`src/rtl/sargantana_icache_repl_policy_unit_if.sv`:
```
// Controller-side bundle of the icache replacement unit: request strobes in, RAM enables and victim out.
// No flow control; every field is sampled or driven combinationally each cycle.
interface sargantana_icache_repl_policy_unit_if #(
  parameter int N_WAY = 4,
  parameter int N_SET = 64
);
  localparam int IDX_W = $clog2(N_SET);
  localparam int WAY_W = $clog2(N_WAY);

  logic             flush_i;
  logic             inval_i;
  logic             cache_rd_ena_i;
  logic             cache_wr_ena_i;
  logic             hit_i;
  logic [WAY_W-1:0] hit_way_i;
  logic             cmp_en_i;
  logic [IDX_W-1:0] cline_index_i;
  logic [N_WAY-1:0] way_valid_bits_i;
  logic [WAY_W-1:0] way_to_replace_o;
  logic [WAY_W-1:0] way_to_replace_q_o;
  logic             we_valid_o;
  logic             valid_wdata_o;
  logic [IDX_W-1:0] addr_valid_o;
  logic [N_WAY-1:0] tag_req_valid_o;
  logic [N_WAY-1:0] data_req_valid_o;
  logic             flush_busy_o;
  logic [31:0]      evict_cnt_o;

  modport master (
    output flush_i, inval_i, cache_rd_ena_i, cache_wr_ena_i, hit_i, hit_way_i,
           cmp_en_i, cline_index_i, way_valid_bits_i,
    input  way_to_replace_o, way_to_replace_q_o, we_valid_o, valid_wdata_o,
           addr_valid_o, tag_req_valid_o, data_req_valid_o, flush_busy_o, evict_cnt_o
  );

  modport slave (
    input  flush_i, inval_i, cache_rd_ena_i, cache_wr_ena_i, hit_i, hit_way_i,
           cmp_en_i, cline_index_i, way_valid_bits_i,
    output way_to_replace_o, way_to_replace_q_o, we_valid_o, valid_wdata_o,
           addr_valid_o, tag_req_valid_o, data_req_valid_o, flush_busy_o, evict_cnt_o
  );
endinterface

```
`src/rtl/sargantana_icache_repl_policy_unit.sv`:
```
// Icache victim selection (invalid-first, then LFSR/round-robin/tree-PLRU) plus N_SET-cycle flush walker.
// Victim is combinational, registered copy on cmp_en_i; no backpressure. ICACHE_REPL_EVICT_CNT_EN adds an eviction counter.
module sargantana_icache_repl_policy_unit #(
  parameter  int N_WAY  = 4,
  parameter  int N_SET  = 64,
  parameter  int POLICY = 2,
  localparam int IDX_W  = $clog2(N_SET),
  localparam int WAY_W  = $clog2(N_WAY)
) (
  input logic                                clk_i,
  input logic                                rstn_i,
  sargantana_icache_repl_policy_unit_if.slave bus
);

  typedef enum logic {IDLE, FLUSH} state_e;

  state_e           state_q, state_d;
  logic [IDX_W-1:0] flush_cnt_q, flush_cnt_d;
  logic [WAY_W-1:0] victim_q, victim_d;
  logic [WAY_W-1:0] rr_q, rr_d;
  logic [7:0]       lfsr_q, lfsr_d;
  logic [N_WAY-2:0] plru_q [N_SET];
  logic [N_WAY-2:0] plru_d [N_SET];

  logic             all_valid;
  logic             idle_act;
  logic [WAY_W-1:0] invalid_way;
  logic [WAY_W-1:0] policy_way;
  logic [WAY_W-1:0] victim;
  logic [N_WAY-1:0] victim_q_onehot;

  // Tree walk: a 0 node sends the victim search into the lower half of its subtree.
  function automatic logic [WAY_W-1:0] plru_victim(input logic [N_WAY-2:0] tree);
    logic [WAY_W-1:0] w;
    int               node;
    w    = '0;
    node = 0;
    for (int l = 0; l < WAY_W; l++) begin
      w    = (w << 1) | WAY_W'(tree[node]);
      node = 2 * node + 1 + int'(tree[node]);
    end
    return w;
  endfunction

  function automatic logic [N_WAY-2:0] plru_touch(input logic [N_WAY-2:0] tree,
                                                  input logic [WAY_W-1:0] way);
    logic [N_WAY-2:0] r;
    int               node;
    logic             b;
    r    = tree;
    node = 0;
    for (int l = WAY_W - 1; l >= 0; l--) begin
      b       = way[l];
      r[node] = ~b;
      node    = 2 * node + 1 + int'(b);
    end
    return r;
  endfunction

  function automatic logic [7:0] lfsr_step(input logic [7:0] l);
    return {1'b0, l[7:1]} ^ (l[0] ? 8'hB8 : 8'h00);
  endfunction

  assign all_valid = &bus.way_valid_bits_i;
  assign idle_act  = (state_q == IDLE) && !bus.flush_i;

  always_comb begin
    invalid_way = '0;
    for (int i = N_WAY - 1; i >= 0; i--) begin
      if (!bus.way_valid_bits_i[i]) invalid_way = WAY_W'(i);
    end
    if (POLICY == 0)      policy_way = lfsr_q[WAY_W-1:0];
    else if (POLICY == 1) policy_way = rr_q;
    else                  policy_way = plru_victim(plru_q[bus.cline_index_i]);
    victim = all_valid ? policy_way : invalid_way;
  end

  always_comb begin
    state_d     = state_q;
    flush_cnt_d = flush_cnt_q;
    victim_d    = victim_q;
    rr_d        = rr_q;
    lfsr_d      = lfsr_q;
    plru_d      = plru_q;
    case (state_q)
      IDLE: begin
        if (bus.flush_i) begin
          state_d = FLUSH;
        end else begin
          if (bus.cmp_en_i) victim_d = victim;
          if (bus.cache_wr_ena_i && all_valid) begin
            rr_d   = rr_q + 1'b1;
            lfsr_d = lfsr_step(lfsr_q);
          end
          // A refill touches the way being written, overriding a same-cycle hit.
          if (bus.cache_wr_ena_i)
            plru_d[bus.cline_index_i] = plru_touch(plru_q[bus.cline_index_i], victim_q);
          else if (bus.cache_rd_ena_i && bus.hit_i)
            plru_d[bus.cline_index_i] = plru_touch(plru_q[bus.cline_index_i], bus.hit_way_i);
        end
      end
      FLUSH: begin
        plru_d[flush_cnt_q] = '0;
        if (flush_cnt_q == IDX_W'(N_SET - 1)) begin
          state_d     = IDLE;
          flush_cnt_d = '0;
          rr_d        = '0;
        end else begin
          flush_cnt_d = flush_cnt_q + 1'b1;
        end
      end
      default: state_d = IDLE;
    endcase
  end

  always_comb begin
    victim_q_onehot = {{(N_WAY-1){1'b0}}, 1'b1} << victim_q;
    if (state_q == FLUSH) begin
      bus.addr_valid_o     = flush_cnt_q;
      bus.we_valid_o       = 1'b1;
      bus.valid_wdata_o    = 1'b0;
      bus.tag_req_valid_o  = '1;
      bus.data_req_valid_o = '0;
    end else begin
      bus.addr_valid_o     = bus.cline_index_i;
      bus.tag_req_valid_o  = bus.cache_rd_ena_i ? '1 : victim_q_onehot;
      bus.data_req_valid_o = bus.cache_rd_ena_i ? '1 :
                             (bus.cache_wr_ena_i ? victim_q_onehot : '0);
      bus.we_valid_o       = !bus.flush_i && (bus.cache_wr_ena_i || bus.inval_i);
      bus.valid_wdata_o    = !bus.flush_i && bus.cache_wr_ena_i;
    end
  end

  assign bus.flush_busy_o       = (state_q == FLUSH);
  assign bus.way_to_replace_o   = victim;
  assign bus.way_to_replace_q_o = victim_q;

  always_ff @(posedge clk_i or negedge rstn_i) begin
    if (!rstn_i) begin
      state_q     <= IDLE;
      flush_cnt_q <= '0;
      victim_q    <= '0;
      rr_q        <= '0;
      lfsr_q      <= 8'd1;
      for (int s = 0; s < N_SET; s++) plru_q[s] <= '0;
    end else begin
      state_q     <= state_d;
      flush_cnt_q <= flush_cnt_d;
      victim_q    <= victim_d;
      rr_q        <= rr_d;
      lfsr_q      <= lfsr_d;
      for (int s = 0; s < N_SET; s++) plru_q[s] <= plru_d[s];
    end
  end

`ifdef ICACHE_REPL_EVICT_CNT_EN
  logic [31:0] evict_cnt_q, evict_cnt_d;

  always_comb begin
    evict_cnt_d = evict_cnt_q;
    if (idle_act && bus.cache_wr_ena_i && all_valid && (evict_cnt_q != 32'hFFFF_FFFF))
      evict_cnt_d = evict_cnt_q + 32'd1;
  end

  always_ff @(posedge clk_i or negedge rstn_i) begin
    if (!rstn_i) evict_cnt_q <= '0;
    else         evict_cnt_q <= evict_cnt_d;
  end

  assign bus.evict_cnt_o = evict_cnt_q;
`else
  logic unused_idle_act;
  assign unused_idle_act = idle_act;
  assign bus.evict_cnt_o = '0;
`endif

endmodule

```
`src/flat_wrapper.sv`:
```
// flat-port wrapper written by rule: the top's interface ports become plain ports
module sargantana_icache_repl_policy_unit_flat 
#(
  parameter  int N_WAY  = 4,
  parameter  int N_SET  = 64,
  parameter  int POLICY = 2,
  localparam int IDX_W  = $clog2(N_SET),
  localparam int WAY_W  = $clog2(N_WAY)
)
  (clk_i, rstn_i, bus_flush_i, bus_inval_i, bus_cache_rd_ena_i, bus_cache_wr_ena_i, bus_hit_i, bus_hit_way_i, bus_cmp_en_i, bus_cline_index_i, bus_way_valid_bits_i, bus_way_to_replace_o, bus_way_to_replace_q_o, bus_we_valid_o, bus_valid_wdata_o, bus_addr_valid_o, bus_tag_req_valid_o, bus_data_req_valid_o, bus_flush_busy_o, bus_evict_cnt_o);
  sargantana_icache_repl_policy_unit_if #(.N_WAY(N_WAY), .N_SET(N_SET)) bus_i ();
  input logic clk_i;
  input logic rstn_i;
  input wire logic [$bits(bus_i.flush_i)-1:0] bus_flush_i;
  input wire logic [$bits(bus_i.inval_i)-1:0] bus_inval_i;
  input wire logic [$bits(bus_i.cache_rd_ena_i)-1:0] bus_cache_rd_ena_i;
  input wire logic [$bits(bus_i.cache_wr_ena_i)-1:0] bus_cache_wr_ena_i;
  input wire logic [$bits(bus_i.hit_i)-1:0] bus_hit_i;
  input wire logic [$bits(bus_i.hit_way_i)-1:0] bus_hit_way_i;
  input wire logic [$bits(bus_i.cmp_en_i)-1:0] bus_cmp_en_i;
  input wire logic [$bits(bus_i.cline_index_i)-1:0] bus_cline_index_i;
  input wire logic [$bits(bus_i.way_valid_bits_i)-1:0] bus_way_valid_bits_i;
  output wire logic [$bits(bus_i.way_to_replace_o)-1:0] bus_way_to_replace_o;
  output wire logic [$bits(bus_i.way_to_replace_q_o)-1:0] bus_way_to_replace_q_o;
  output wire logic [$bits(bus_i.we_valid_o)-1:0] bus_we_valid_o;
  output wire logic [$bits(bus_i.valid_wdata_o)-1:0] bus_valid_wdata_o;
  output wire logic [$bits(bus_i.addr_valid_o)-1:0] bus_addr_valid_o;
  output wire logic [$bits(bus_i.tag_req_valid_o)-1:0] bus_tag_req_valid_o;
  output wire logic [$bits(bus_i.data_req_valid_o)-1:0] bus_data_req_valid_o;
  output wire logic [$bits(bus_i.flush_busy_o)-1:0] bus_flush_busy_o;
  output wire logic [$bits(bus_i.evict_cnt_o)-1:0] bus_evict_cnt_o;
  assign bus_i.flush_i = bus_flush_i;
  assign bus_i.inval_i = bus_inval_i;
  assign bus_i.cache_rd_ena_i = bus_cache_rd_ena_i;
  assign bus_i.cache_wr_ena_i = bus_cache_wr_ena_i;
  assign bus_i.hit_i = bus_hit_i;
  assign bus_i.hit_way_i = bus_hit_way_i;
  assign bus_i.cmp_en_i = bus_cmp_en_i;
  assign bus_i.cline_index_i = bus_cline_index_i;
  assign bus_i.way_valid_bits_i = bus_way_valid_bits_i;
  assign bus_way_to_replace_o = bus_i.way_to_replace_o;
  assign bus_way_to_replace_q_o = bus_i.way_to_replace_q_o;
  assign bus_we_valid_o = bus_i.we_valid_o;
  assign bus_valid_wdata_o = bus_i.valid_wdata_o;
  assign bus_addr_valid_o = bus_i.addr_valid_o;
  assign bus_tag_req_valid_o = bus_i.tag_req_valid_o;
  assign bus_data_req_valid_o = bus_i.data_req_valid_o;
  assign bus_flush_busy_o = bus_i.flush_busy_o;
  assign bus_evict_cnt_o = bus_i.evict_cnt_o;
  sargantana_icache_repl_policy_unit #(.N_WAY(N_WAY), .N_SET(N_SET), .POLICY(POLICY)) u_core (.clk_i(clk_i), .rstn_i(rstn_i), .bus(bus_i));
endmodule
```
`config.mk`:
```
export PLATFORM = sky130hd
export DESIGN_NAME = sargantana_icache_repl_policy_unit_flat
export DESIGN_NICKNAME = d
export VERILOG_FILES = /design/src/rtl/sargantana_icache_repl_policy_unit_if.sv /design/src/rtl/sargantana_icache_repl_policy_unit.sv /design/src/flat_wrapper.sv
export SDC_FILE = /design/constraint.sdc
export NUM_CORES = 1
export LEC_CHECK = 0
export BUFFER_PORTS_ARGS = -buffer_cell sky130_fd_sc_hd__buf_2
export CAP_MARGIN = 20
export CORE_UTILIZATION = 50
export CTS_CLUSTER_SIZE = 30
export DETAILED_ROUTE_END_ITERATION = 8
export PLACE_DENSITY = 0.71
export SLEW_MARGIN = 20
export SYNTH_ARGS = -nofsm -noshare
export SYNTH_HDL_FRONTEND = slang
export SYNTH_SLANG_ARGS = --single-unit
```
`constraint.sdc`:
```
create_clock -name clk_i -period 8.7 [get_ports clk_i]
set_clock_uncertainty 0.15 [all_clocks]
set_input_delay 1.74 -clock clk_i [delete_from_list [all_inputs] [get_ports clk_i]]
set_output_delay 1.74 -clock clk_i [all_outputs]
set_load 0.1 [all_outputs]
```
Word level (Yosys, flattened, before mapping)
Cells that the tools add are included.
{"block": "totals", "ff_bits": 201, "latchBits": 0, "ramBits": 0, "rom_bits": 0, "input_bits": 20, "out_inout_bits": 53, "word_cells": 146, "n_memories": 0}
{"block": "classes", "addsub": 4, "n_mul": 0, "div_mod_pow": 0, "magnitude_cmp": 9, "eq_ne": 3, "n_shift": 1, "n_mux": 39, "bitwise": 11, "n_reduce_logical": 12}
{"cell": "192-bit two-way mux", "count": 3}
{"cell": "192-bit bitwise mux", "count": 2}
{"cell": "192-bit case mux with 2 select lines", "count": 1}
{"cell": "192-bit AND", "count": 1}
{"cell": "192-bit NOT", "count": 1}
{"cell": "32-bit by 4-bit < comparator with 1-bit output, second input constant", "count": 3}
{"cell": "32-bit by 1-bit greater-or-equal comparator with 1-bit output, second input constant", "count": 2}
{"cell": "3-bit demux with 6-bit select", "count": 2}
{"cell": "4-bit two-way mux", "count": 5}
{"cell": "3-bit binary-select mux with 6-bit select", "count": 1}
{"cell": "7-bit greater-or-equal comparator, second input constant", "count": 2}
{"cell": "7-bit by 1-bit < comparator with 1-bit output, second input constant", "count": 2}
{"cell": "6-bit NOT with 7-bit output", "count": 2}
{"cell": "3-bit two-way mux", "count": 4}
{"cell": "6-bit two-way mux", "count": 2}
{"cell": "2-bit two-way mux", "count": 5}
{"cell": "1-bit two-way mux", "count": 8}
{"cell": "1-bit logical AND", "count": 7}
{"cell": "1-bit by 1-bit adder with 2-bit output, first input constant", "count": 3}
{"cell": "6-bit by 1-bit adder with 6-bit output, second input constant", "count": 1}
{"cell": "3-bit bitwise mux", "count": 2}
{"cell": "6-bit == test, second input constant", "count": 1}
{"cell": "1-bit NOT", "count": 6}
{"cell": "1-bit demux with 2-bit select", "count": 2}
{"cell": "11 further kinds", "count": 11}

Depth between registers and ports, before layout
Gate-level depths: netlist of the first run.
{"block": "logic_depth", "ltp_word": 11, "ltp_mapped": 12, "ltp_nobuf": 7}

Worst setup path before layout of the first run
Ideal clock, no wire load.
{"block": "synth_path", "path_kind": "input-to-output", "start": "in bus_cline_index_i[0]", "end": "out bus_way_to_replace_o[0]", "t_arrival_ns": 5.837, "required_time_ns": 6.810, "slack_ns": 0.973, "cell_stages": 10, "path_cell_list": "buf_6 -> buf_2 -> buf_6 -> buf_2 -> mux4_2 -> mux2i_1 -> o22ai_1 -> nor4_2 -> mux2i_1 -> o21ai_0"}
{"block": "synth_via", "elab_chain_cells": 10}
{"element": "from (decl)", "line_no": "flat_wrapper.sv:21", "source": "input wire logic [$bits(bus_i.cline_index_i)-1:0] bus_cline_index_i;"}
{"element": "6-bit NOT with 7-bit output (implied by the code) *", "line_no": "sargantana_icache_repl_policy_unit.sv:74", "source": "else policy_way = plru_victim(plru_q[bus.cline_index_i]);"}
{"element": "3-bit binary-select mux with 6-bit select *", "line_no": "sargantana_icache_repl_policy_unit.sv:74"}
{"element": "3-bit two-way mux (implied by the code) * (2 in a row)", "line_no": "sargantana_icache_repl_policy_unit.sv:74"}
{"element": "1-bit by 1-bit adder with 2-bit output", "line_no": "sargantana_icache_repl_policy_unit.sv:40", "source": "node = 2 * node + 1 + int'(tree[node]);"}
{"element": "1-bit binary-select mux with 2-bit select *", "line_no": "sargantana_icache_repl_policy_unit.sv:39", "source": "w = (w << 1) | WAY_W'(tree[node]);"}
{"element": "1-bit two-way mux (implied by the code) * (2 in a row)", "line_no": "sargantana_icache_repl_policy_unit.sv:39"}
{"element": "2-bit by 1-bit bitwise OR with 2-bit output *", "line_no": "sargantana_icache_repl_policy_unit.sv:39"}
{"element": "2-bit two-way mux *", "line_no": "sargantana_icache_repl_policy_unit.sv:75", "source": "victim = all_valid ? policy_way : invalid_way;"}
{"element": "to (decl)", "line_no": "flat_wrapper.sv:23", "source": "output wire logic [$bits(bus_i.way_to_replace_o)-1:0] bus_way_to_replace_o;"}
Mark *: on every way between the ends. The rest lies on a longest branch, timed or not. The select of a mux whose other input is x is not followed.

Worst setup path after layout of the first run
Same ends and word-level chain as after synthesis.

==> flow_metrics.env, run 1 <==
export IMPL_place_gp_congestion=0.952
export IMPL_hold_class="flop to flop"
export IMPL_gr_total_overflow=0
export IMPL_r2r_cells=8
export IMPL_antenna_found_initial=0
export IMPL_status="finished clean"
export IMPL_max_freq_mhz=145
export IMPL_start_util_pct=51.7
export IMPL_cap_violations=0
export IMPL_dpl_hpwl_mm=23.0
export IMPL_numCtsBuffers=23
export IMPL_cts_max_level=1
export IMPL_synthArstFlopShare_pct=100
export IMPL_multi_input_area_mm2=0.00540
export IMPL_rows=53
export IMPL_grt_use_total_pct=32.5
export IMPL_drt_wl_total_mm=35.6
export IMPL_num_nets_final=1120
export IMPL_vdd_ir_drop_max_uv=116
export IMPL_worst_path_buf_inv=3
export IMPL_period_minus_slack_ns=6.89
export IMPL_crit_path_end="bus_way_to_replace_o[0]"
export IMPL_fin_ws_ns=1.81
export IMPL_viasPerCell=6.86
export IMPL_portBuffers=40
export IMPL_yosysTopAreaCellShare_pct=45.6
export IMPL_ant_nets=0
export IMPL_drive_gt1_share_pct=14.3
export IMPL_n_antenna_cell=0
export IMPL_worstPathMaxFanout=62
export IMPL_grt_setup_unrepaired="false"
export IMPL_ys_types=63
export IMPL_crit_chain="buf_4 > buf_4 > mux4_2 > o21ai_0 > nand4_1 > or4b_4 > mux2i_1 > o21ai_0 > buf_2"
export IMPL_pre_cts_ws_ns=1.81
export IMPL_synth_area_mm2=0.0110
export IMPL_synthToLayoutAreaGrowth_pct=7.49
export IMPL_synth_most_common_cell="dfrtp_1"
export IMPL_synth_top_flop_cell="dfrtp_1"
export IMPL_postCtsSetupBuffers=0
export IMPL_finalCritPeriodShare_pct=79.1
export IMPL_r2r_end="u_core.plru_q[58]$_DFFE_PN0P_"
export IMPL_cts_sinks=201
export IMPL_power_mw=2.56
export IMPL_io_pins=73
export IMPL_netlist_instances=1109
export IMPL_postSynthAreaPerCell_um2=9.95
export IMPL_drt_first_pass_iters=6
export IMPL_worst_slew_pin_slew_ns=1.09
export IMPL_core_area_mm2=0.0214
export IMPL_critPathTopFamily="buffers and inverters"
export IMPL_cts_resized=0
export IMPL_hold_ws_ns=0.327
export IMPL_power_density_mw_per_mm2=216
export IMPL_rrSetupSlack_ns=5.30
export IMPL_vias=9536
export IMPL_cp_slowest_stage_delay_ns=0.71
export IMPL_ys_warn_count=0
export IMPL_grt_max_degree=121
export IMPL_first_global_vias=8932
export IMPL_ctsHoldBuffers=0
export IMPL_drc=0
export IMPL_synth_seq_cells=201
export IMPL_cp_data_arrival_time_ns=5.00
export IMPL_synth_top_cell_by_area="dfrtp_1"
export IMPL_r2r_start="u_core.plru_q[118]$_DFFE_PN0P_"
export IMPL_finalSetupTns_ns=0
export IMPL_fillers=1860
export IMPL_die_w_um=151
export IMPL_grt_pass1_wl_mm=54.5
export IMPL_setup_viol=0
export IMPL_fp_dieH_um=151
export IMPL_yosysSeqAreaShare_pct=45.6
export IMPL_clk_path_buf_depth=3
export IMPL_crit_start="bus_cline_index_i[0]"
export IMPL_p_leak_nw=4.99
export IMPL_ys_top_cells_by_count="dfrtp_1 (201), nand2_1 (199), o21ai_0 (63), clkbuf_1 (57), o31ai_1 (55)"
export IMPL_synthTopCellsByArea="dfrtp_1 (46%), nand2_1 (6.8%), mux4_2 (4.9%)"
export IMPL_worstSetupStartpointType="primary input"
export IMPL_cp_slowest_cell="buf_4"
export IMPL_initialDrtViolationCount=1397
export IMPL_clkTransAtPathRegs_ns=0.06
export IMPL_min_path_cells=2
export IMPL_hold_viol=0
export IMPL_crit_cells=9
export IMPL_critPathCaptureType="output pin"
export IMPL_synth_edff_count=0
export IMPL_cts_tree="yes"
export IMPL_seqCellArea_mm2=0.00503
export IMPL_clock_latency_ns=0.52
export IMPL_cts_root_buffer="clkbuf_16"
export IMPL_criticalPathCategory="primary input to output pin"
export IMPL_slew_headroom_pct=27.3
export IMPL_wl_per_cell_um=25.6
export IMPL_worstPathRequired_ns=6.81
export IMPL_dieArea_mm2=0.0227
export IMPL_slew_viol_final=0
==> cell usage in the layout, fill, tap and decap left out, drive strengths merged, types with 3 or more instances in the layout <==
master / instances
a21oi: 14
a221oi: 3
a22o: 51
a22oi: 11
a31oi: 4
a32o: 48
and2: 3
and3: 11
and3b: 3
buf: 60
clkbuf: 35
clkinv: 6
conb: 32
dfrtp: 201
inv: 8
mux2: 14
mux2i: 35
mux4: 24
nand2: 199
nand2b: 14
nand3: 31
nand3b: 5
nand4: 6
nand4b: 3
nor2: 42
nor2b: 9
nor3: 15
nor3b: 7
o21ai: 71
o22ai: 46
o2bb2ai: 4
o31ai: 57
o32ai: 7
or2: 8
or3: 4
==> kinds of logic after synthesis <==
kind of cell    share of synthesized area [%]
flops                                    45.6
simple gates                             15.2
buf+inv                                  6.82
xor+xnor                                0.159
other cells                            0.0340
fa+ha+maj                               0.113
mux                                      9.50
compound gates                           22.6
==> sequential cells by signal (all words and copies together), names as in the netlist <==
name	flops
u_core.bus.flush_busy_o	1
u_core.bus.way_to_replace_q_o	2
u_core.flush_cnt_q	6
u_core.plru_q	192
==> report_power, final <==
part | leakage (nW) | internal, mW | switching (mW) | total [mW]
Combinational | 1.86 | 0.133 | 0.492 | 0.625
Clock | 0.336 | 0.506 | 0.383 | 0.889
Sequential | 2.79 | 0.957 | 0.0861 | 1.04
Total | 4.99 | 1.60 | 0.961 | 2.56
==> through the flow <==
| stage | cells | cell area, um2 | utilization [%] |
|---|---|---|---|
| floorplan | 1140 | 11100 | - |
| global placement | 1348 | 11200 | 52.3 |
| detailed placement | 1349 | 11200 | 52.3 |
| CTS | 1390 | 11900 | 55.5 |
| global route | 1390 | 11900 | 55.5 |
| finish | 1390 | 11900 | 55.5 |
==> worst min-delay path by stage <==
stage                                         startpoint                        endpoint
after detailed placement  u_core.plru_q[181]$_DFFE_PN0P_  u_core.plru_q[181]$_DFFE_PN0P_
after global routing        u_core.plru_q[5]$_DFFE_PN0P_    u_core.plru_q[5]$_DFFE_PN0P_
after CTS                 u_core.plru_q[109]$_DFFE_PN0P_  u_core.plru_q[109]$_DFFE_PN0P_
after global placement    u_core.plru_q[163]$_DFFE_PN0P_  u_core.plru_q[163]$_DFFE_PN0P_
final                      u_core.plru_q[73]$_DFFE_PN0P_   u_core.plru_q[73]$_DFFE_PN0P_
after floorplan           u_core.plru_q[163]$_DFFE_PN0P_  u_core.plru_q[163]$_DFFE_PN0P_
==> routing by layer <==
metal  GRT usage [%]  wire length [um]
met1            44.9             14400
met2            47.5             15400
met3            8.67              4130
met4            15.0              1740
met5               0                 0
==> area by class of cell <==
cell class | instances | area share (%)
clock buffers | 34 | 5.37
clock inverters | 7 | 0.327
inverters | 7 | 0.222
multi-input cells | 805 | 45.5
flip-flops and latches | 201 | 42.4
well taps | 275 | 2.90
repair buffers | 61 | 3.21
==> worst reg2reg max path: cells and delay by family (launching register included) <==
family                 cells  cell delay, ns
AOI/OAI and AO/OA          4            0.76
buffers and inverters      1            0.75
DFF                        1            0.41
muxes                      1            0.47
and+or+nand+nor            2            0.70
Note: power is estimated with default switching activity, not from simulation.
==> run 2: changes to the inputs <==
--- a/config.mk
+++ b/config.mk
@@ -10,7 +10,7 @@
 export CORE_UTILIZATION = 50
 export CTS_CLUSTER_SIZE = 30
 export DETAILED_ROUTE_END_ITERATION = 8
-export PLACE_DENSITY = 0.71
+export PLACE_DENSITY = 0.73
 export SLEW_MARGIN = 20
 export SYNTH_ARGS = -nofsm -noshare
 export SYNTH_HDL_FRONTEND = slang
==> constraint.sdc (replaced) <==
create_clock -name clk_i -period 6.15 [get_ports clk_i]
set_clock_uncertainty 0.15 [all_clocks]
set_input_delay 1.23 -clock clk_i [delete_from_list [all_inputs] [get_ports clk_i]]
set_output_delay 1.23 -clock clk_i [all_outputs]
set_load 0.1 [all_outputs]
==> run 2 against run 1 <==
  * Via count increased by 1.2%
  * Clock power up 54%
  * Largest cell class unchanged
  * Register-to-register slack got worse by 2.6 ns
==> flow_metrics.env, run 2 (synthesized netlist as in run 1, its figures left out) <==
export IMPL_status="finished clean"
export IMPL_grt_max_degree=115
export IMPL_dieArea_mm2=0.0227
export IMPL_die_w_um=151
export IMPL_clock_latency_ns=0.52
export IMPL_ctsHoldBuffers=0
export IMPL_clk_path_buf_depth=3
export IMPL_place_gp_congestion=1.01
export IMPL_criticalPathCategory="primary input to output pin"
export IMPL_rrSetupSlack_ns=2.74
export IMPL_r2r_cells=8
export IMPL_min_path_cells=2
export IMPL_drt_wl_total_mm=35.9
export IMPL_period_minus_slack_ns=5.60
export IMPL_postCtsSetupBuffers=0
export IMPL_first_global_vias=9318
export IMPL_multi_input_area_mm2=0.00540
export IMPL_numCtsBuffers=23
export IMPL_clkTransAtPathRegs_ns=0.05
export IMPL_worst_slew_pin_slew_ns=1.07
export IMPL_cap_violations=0
export IMPL_cts_sinks=201
export IMPL_worstSetupStartpointType="primary input"
export IMPL_wl_per_cell_um=25.5
export IMPL_holdPathEnd="u_core.plru_q[172]$_DFFE_PN0P_"
export IMPL_num_nets_final=1139
export IMPL_worstPathMaxFanout=30
export IMPL_max_freq_mhz=179
export IMPL_placedCellCount=1368
export IMPL_portBuffers=40
export IMPL_hold_class="flop to flop"
export IMPL_core_area_mm2=0.0214
export IMPL_cts_tree="yes"
export IMPL_worstPathRequired_ns=4.77
export IMPL_gr_total_overflow=0
export IMPL_n_antenna_cell=0
export IMPL_final_cell_mix="dfrtp_1 (200), nand2_1 (199), o21ai_0 (62), o31ai_1 (55), a22o_1 (51)"
export IMPL_cts_resized=0
export IMPL_slew_headroom_pct=28.5
export IMPL_cts_max_level=1
export IMPL_critPathCaptureType="output pin"
export IMPL_rows=53
export IMPL_power_mw=3.75
export IMPL_cts_root_buffer="clkbuf_16"
export IMPL_final_common_cell="dfrtp_1"
export IMPL_finalCritPeriodShare_pct=91.0
export IMPL_drt_first_pass_iters=6
export IMPL_max_flop_register="u_core.plru_q"
export IMPL_seqCellArea_mm2=0.00503
export IMPL_power_density_mw_per_mm2=310
export IMPL_cp_data_arrival_time_ns=4.22
export IMPL_r2r_start="u_core.plru_q[113]$_DFFE_PN0P_"
export IMPL_slew_viol_final=0
export IMPL_start_util_pct=51.7
export IMPL_vias=9648
export IMPL_finalSetupTns_ns=0
export IMPL_hold_viol=0
export IMPL_drive_gt1_share_pct=15.8
export IMPL_grt_setup_unrepaired="false"
export IMPL_ant_nets=0
export IMPL_grt_use_total_pct=32.6
export IMPL_vdd_ir_drop_max_uv=196
export IMPL_setup_viol=0
export IMPL_fillers=1882
export IMPL_fp_dieH_um=151
export IMPL_largest_reg_flops=192
export IMPL_viasPerCell=6.86
export IMPL_initialDrtViolationCount=1215
export IMPL_io_pins=73
export IMPL_p_leak_nw=5.11
export IMPL_r2r_end="u_core.plru_q[182]$_DFFE_PN0P_"
export IMPL_antenna_found_initial=1
export IMPL_drc=0
export IMPL_instances_no_fill=1406
export IMPL_dpl_hpwl_mm=23.4
export IMPL_hp_start="u_core.plru_q[172]$_DFFE_PN0P_"
export IMPL_grt_pass1_wl_mm=55.1
export IMPL_synthToLayoutAreaGrowth_pct=9.43
run 2: final cells by class:
type	instances	area share, %
well taps	275	2.85
flip-flops and latches	201	41.7
clock inverters	3	0.539
inverters	7	0.218
clock buffers	35	5.64
repair buffers	80	4.34
multi-input cells	805	44.7
run 2: worst max-delay path: stages:
cell,delay [ns]
buf_2,0.65
mux4_2,0.42
mux2i_1,0.33
o22ai_1,0.15
a2111o_1,0.41
or3_1,0.42
mux2i_1,0.24
o21ai_1,0.08
buf_2,0.29
run 2: through the flow:
step	setup WS (ns)	util [%]	hold slack (ns)	cell area, um2
after floorplan	0.197	-	0.293	11100
after global placement	0.650	53.0	0.305	11300
after detailed placement	0.620	53.0	0.310	11300
after CTS	0.629	56.5	0.325	12100
after global routing	0.440	56.5	0.336	12100
final	0.553	56.5	0.324	12100
run 2: worst max-delay path by stage:
stage	startpoint	end	slack, ns
final	bus_cline_index_i[1]	bus_way_to_replace_o[0]	0.55
after CTS	bus_cline_index_i[0]	bus_way_to_replace_o[0]	0.63
after global placement	bus_cline_index_i[0]	bus_way_to_replace_o[0]	0.65
after detailed placement	bus_cline_index_i[0]	bus_way_to_replace_o[0]	0.62
after floorplan	bus_cline_index_i[0]	bus_way_to_replace_o[0]	0.20
after global routing	bus_cline_index_i[0]	bus_way_to_replace_o[0]	0.44
run 2: metal layers:
metal	GRT usage [%]	vias up	routed length, um
li1	-	4099	-
met1	43.3	4724	14000
met2	49.0	662	15800
met3	8.06	163	3950
met4	17.5	0	2080
met5	0	-	0
run 2: report_power, final:
group          switching (mW)  total, mW  internal [mW]
combinational           0.702      0.898          0.196
sequential              0.119       1.47           1.35
clock                   0.537       1.37          0.837
==> run 3: changes to the inputs <==
--- a/config.mk
+++ b/config.mk
@@ -7,10 +7,11 @@
 export LEC_CHECK = 0
 export BUFFER_PORTS_ARGS = -buffer_cell sky130_fd_sc_hd__buf_2
 export CAP_MARGIN = 20
+export CORE_MARGIN = 4
 export CORE_UTILIZATION = 50
 export CTS_CLUSTER_SIZE = 30
 export DETAILED_ROUTE_END_ITERATION = 8
-export PLACE_DENSITY = 0.73
+export PLACE_DENSITY = 0.71
 export SLEW_MARGIN = 20
 export SYNTH_ARGS = -nofsm -noshare
 export SYNTH_HDL_FRONTEND = slang
==> constraint.sdc (replaced) <==
create_clock -name clk_i -period 6.98 [get_ports clk_i]
set_clock_uncertainty 0.15 [all_clocks]
set_input_delay 1.396 -clock clk_i [delete_from_list [all_inputs] [get_ports clk_i]]
set_output_delay 1.396 -clock clk_i [all_outputs]
set_load 0.1 [all_outputs]
==> run 3 against run 2 <==
  * Sequential cell count did not move
  * Setup slack improved by 0.28 ns
  * Clock power down 8%
  * Via count shrank 0.28%
  * Design area hardly changed
  * Sequential power fell by 12%
  * Power decreased by 11%
  * Highest routed layer unchanged
  * Combinational power decreased by 12%
  * First-iteration DRC count up 12%
==> flow_metrics.env, run 3 (synthesized netlist as in run 1, its figures left out) <==
export IMPL_core_area_mm2=0.0218
export IMPL_cp_slowest_cell="nor2b_1"
export IMPL_fp_dieH_um=157
export IMPL_crit_chain="buf_2 > nor2b_1 > a22oi_1 > a32o_1 > a2111o_1 > or3_1 > mux2i_1 > o21ai_1 > buf_2"
export IMPL_p_clk_share_pct=37.7
export IMPL_drt_wl_total_mm=36.3
export IMPL_worstPathMaxFanout=31
export IMPL_gr_total_overflow=0
export IMPL_critPathCaptureType="output pin"
export IMPL_setup_viol=0
export IMPL_cts_root_buffer="clkbuf_16"
export IMPL_clkTransAtPathRegs_ns=0.06
export IMPL_cp_slowest_stage_delay_ns=0.66
export IMPL_power_mw=3.34
export IMPL_final_cell_mix="dfrtp_1 (200), nand2_1 (199), o21ai_0 (62), o31ai_1 (55), a22o_1 (51)"
export IMPL_cts_max_level=1
export IMPL_drc=0
export IMPL_combPwrFrac_pct=23.7
export IMPL_finalSetupTns_ns=0
export IMPL_antenna_found_initial=0
export IMPL_numCtsBuffers=22
export IMPL_final_common_cell="dfrtp_1"
export IMPL_postCtsSetupBuffers=0
export IMPL_min_path_cells=2
export IMPL_drive_gt1_share_pct=15.9
export IMPL_n_antenna_cell=0
export IMPL_cts_resized=0
export IMPL_worstSetupStartpointType="primary input"
export IMPL_first_global_vias=9216
export IMPL_initialDrtViolationCount=1360
export IMPL_clk_path_buf_depth=3
export IMPL_rows=54
export IMPL_status="finished clean"
export IMPL_ctsHoldBuffers=0
export IMPL_clock_latency_ns=0.52
export IMPL_dpl_hpwl_mm=23.7
export IMPL_place_gp_congestion=0.972
export IMPL_grt_setup_unrepaired="false"
export IMPL_grt_use_total_pct=29.3
export IMPL_fillers=1899
export IMPL_start_util_pct=50.7
export IMPL_r2r_cells=8
export IMPL_largest_reg_flops=192
export IMPL_max_freq_mhz=163
export IMPL_dieArea_mm2=0.0245
export IMPL_p_int_mw=2.13
export IMPL_hold_class="flop to flop"
export IMPL_hold_ws_ns=0.324
export IMPL_holdPathEnd="u_core.plru_q[31]$_DFFE_PN0P_"
export IMPL_vdd_ir_drop_max_uv=200
export IMPL_grt_max_degree=108
export IMPL_p_leak_nw=5.11
export IMPL_die_w_um=157
export IMPL_crit_start="bus_cline_index_i[1]"
export IMPL_cts_sinks=201
export IMPL_vias=9621
export IMPL_worstPathRequired_ns=5.43
export IMPL_rrSetupSlack_ns=3.32
export IMPL_period_minus_slack_ns=6.15
export IMPL_hp_start="u_core.plru_q[31]$_DFFE_PN0P_"
export IMPL_portBuffers=40
export IMPL_worst_slew_pin_slew_ns=1.09
export IMPL_cpMostUsedCell="buf_2"
export IMPL_finalCritPeriodShare_pct=88.1
export IMPL_r2r_end="u_core.plru_q[190]$_DFFE_PN0P_"
export IMPL_drt_first_pass_iters=8
export IMPL_cp_data_arrival_time_ns=4.60
export IMPL_power_density_mw_per_mm2=277
export IMPL_synthToLayoutAreaGrowth_pct=9.49
export IMPL_ant_nets=0
export IMPL_grt_pass1_wl_mm=55.3
export IMPL_r2r_start="u_core.plru_q[118]$_DFFE_PN0P_"
export IMPL_seqPwrFrac_pct=38.5
export IMPL_max_flop_register="u_core.plru_q"
export IMPL_viasPerCell=6.84
export IMPL_switching_power_mw=1.21
export IMPL_criticalPathCategory="primary input to output pin"
export IMPL_wl_per_cell_um=25.8
export IMPL_num_nets_final=1131
export IMPL_slew_viol_final=0
export IMPL_hold_viol=0
export IMPL_switching_share_pct=36.2
export IMPL_slew_headroom_pct=27.3
export IMPL_cts_tree="yes"
export IMPL_io_pins=73
export IMPL_cap_violations=0
run 3: changes by cell type in the layout (fill, tap and decap cells not counted), sizes merged:
cell,before,now
buf,79,72
clkbuf,36,35
clkinv,1,4
run 3: worst max-delay path, delay by kind of cell:
| kind | cells | cell delay (ns) |
|---|---|---|
| simple gates | 2 | 1.09 |
| compound gates | 4 | 0.97 |
| buf+inv | 2 | 0.89 |
| mux | 1 | 0.24 |
run 3: worst max-delay path by stage:
stage	endpoint	slack, ns
2_1_floorplan	bus_way_to_replace_o[0]	0.70
3_3_place_gp	bus_way_to_replace_o[0]	0.94
3_5_place_dp	bus_way_to_replace_o[0]	0.92
4_1_cts	bus_way_to_replace_o[0]	0.91
5_1_grt	bus_way_to_replace_o[0]	0.71
6_report	bus_way_to_replace_o[0]	0.83
run 3: cell type report:
class | count | area [um2] | area share, %
Timing Repair Buffer | 73 | 472 | 3.91
Clock buffer | 34 | 707 | 5.85
Tap cell | 280 | 350 | 2.90
Multi-Input combinational cell | 805 | 5410 | 44.7
Sequential cell | 201 | 5030 | 41.7
Inverter | 7 | 26.3 | 0.218
Clock inverter | 6 | 87.6 | 0.725
run 3: power groups by stage:
stage	Clock (mW)	Combinational [mW]	Sequential, mW
floorplan	0	0.625	1.24
global placement	0	0.766	1.30
detailed placement	0	0.769	1.30
CTS	1.27	0.774	1.28
global route	1.32	0.827	1.29
finish	1.26	0.793	1.29
run 3: per-stage QoR:
step                      area [um2]  std cells  worst slack, ns  utilization (%)
after floorplan                11100       1140            0.695                -
after global placement         11300       1366            0.940             51.9
after detailed placement       11300       1366            0.918             51.9
after CTS                      12100       1406            0.914             55.5
after global routing           12100       1406            0.711             55.5
final                          12100       1406            0.834             55.5
run 3: per-layer routing:
layer	vias to the layer above	share of wire [%]	global-route usage (%)
met5	-	0	0
met1	4702	40	40.8
met2	686	43	43.2
li1	4085	-	-
met3	148	11	6.97
met4	0	5.7	14.2
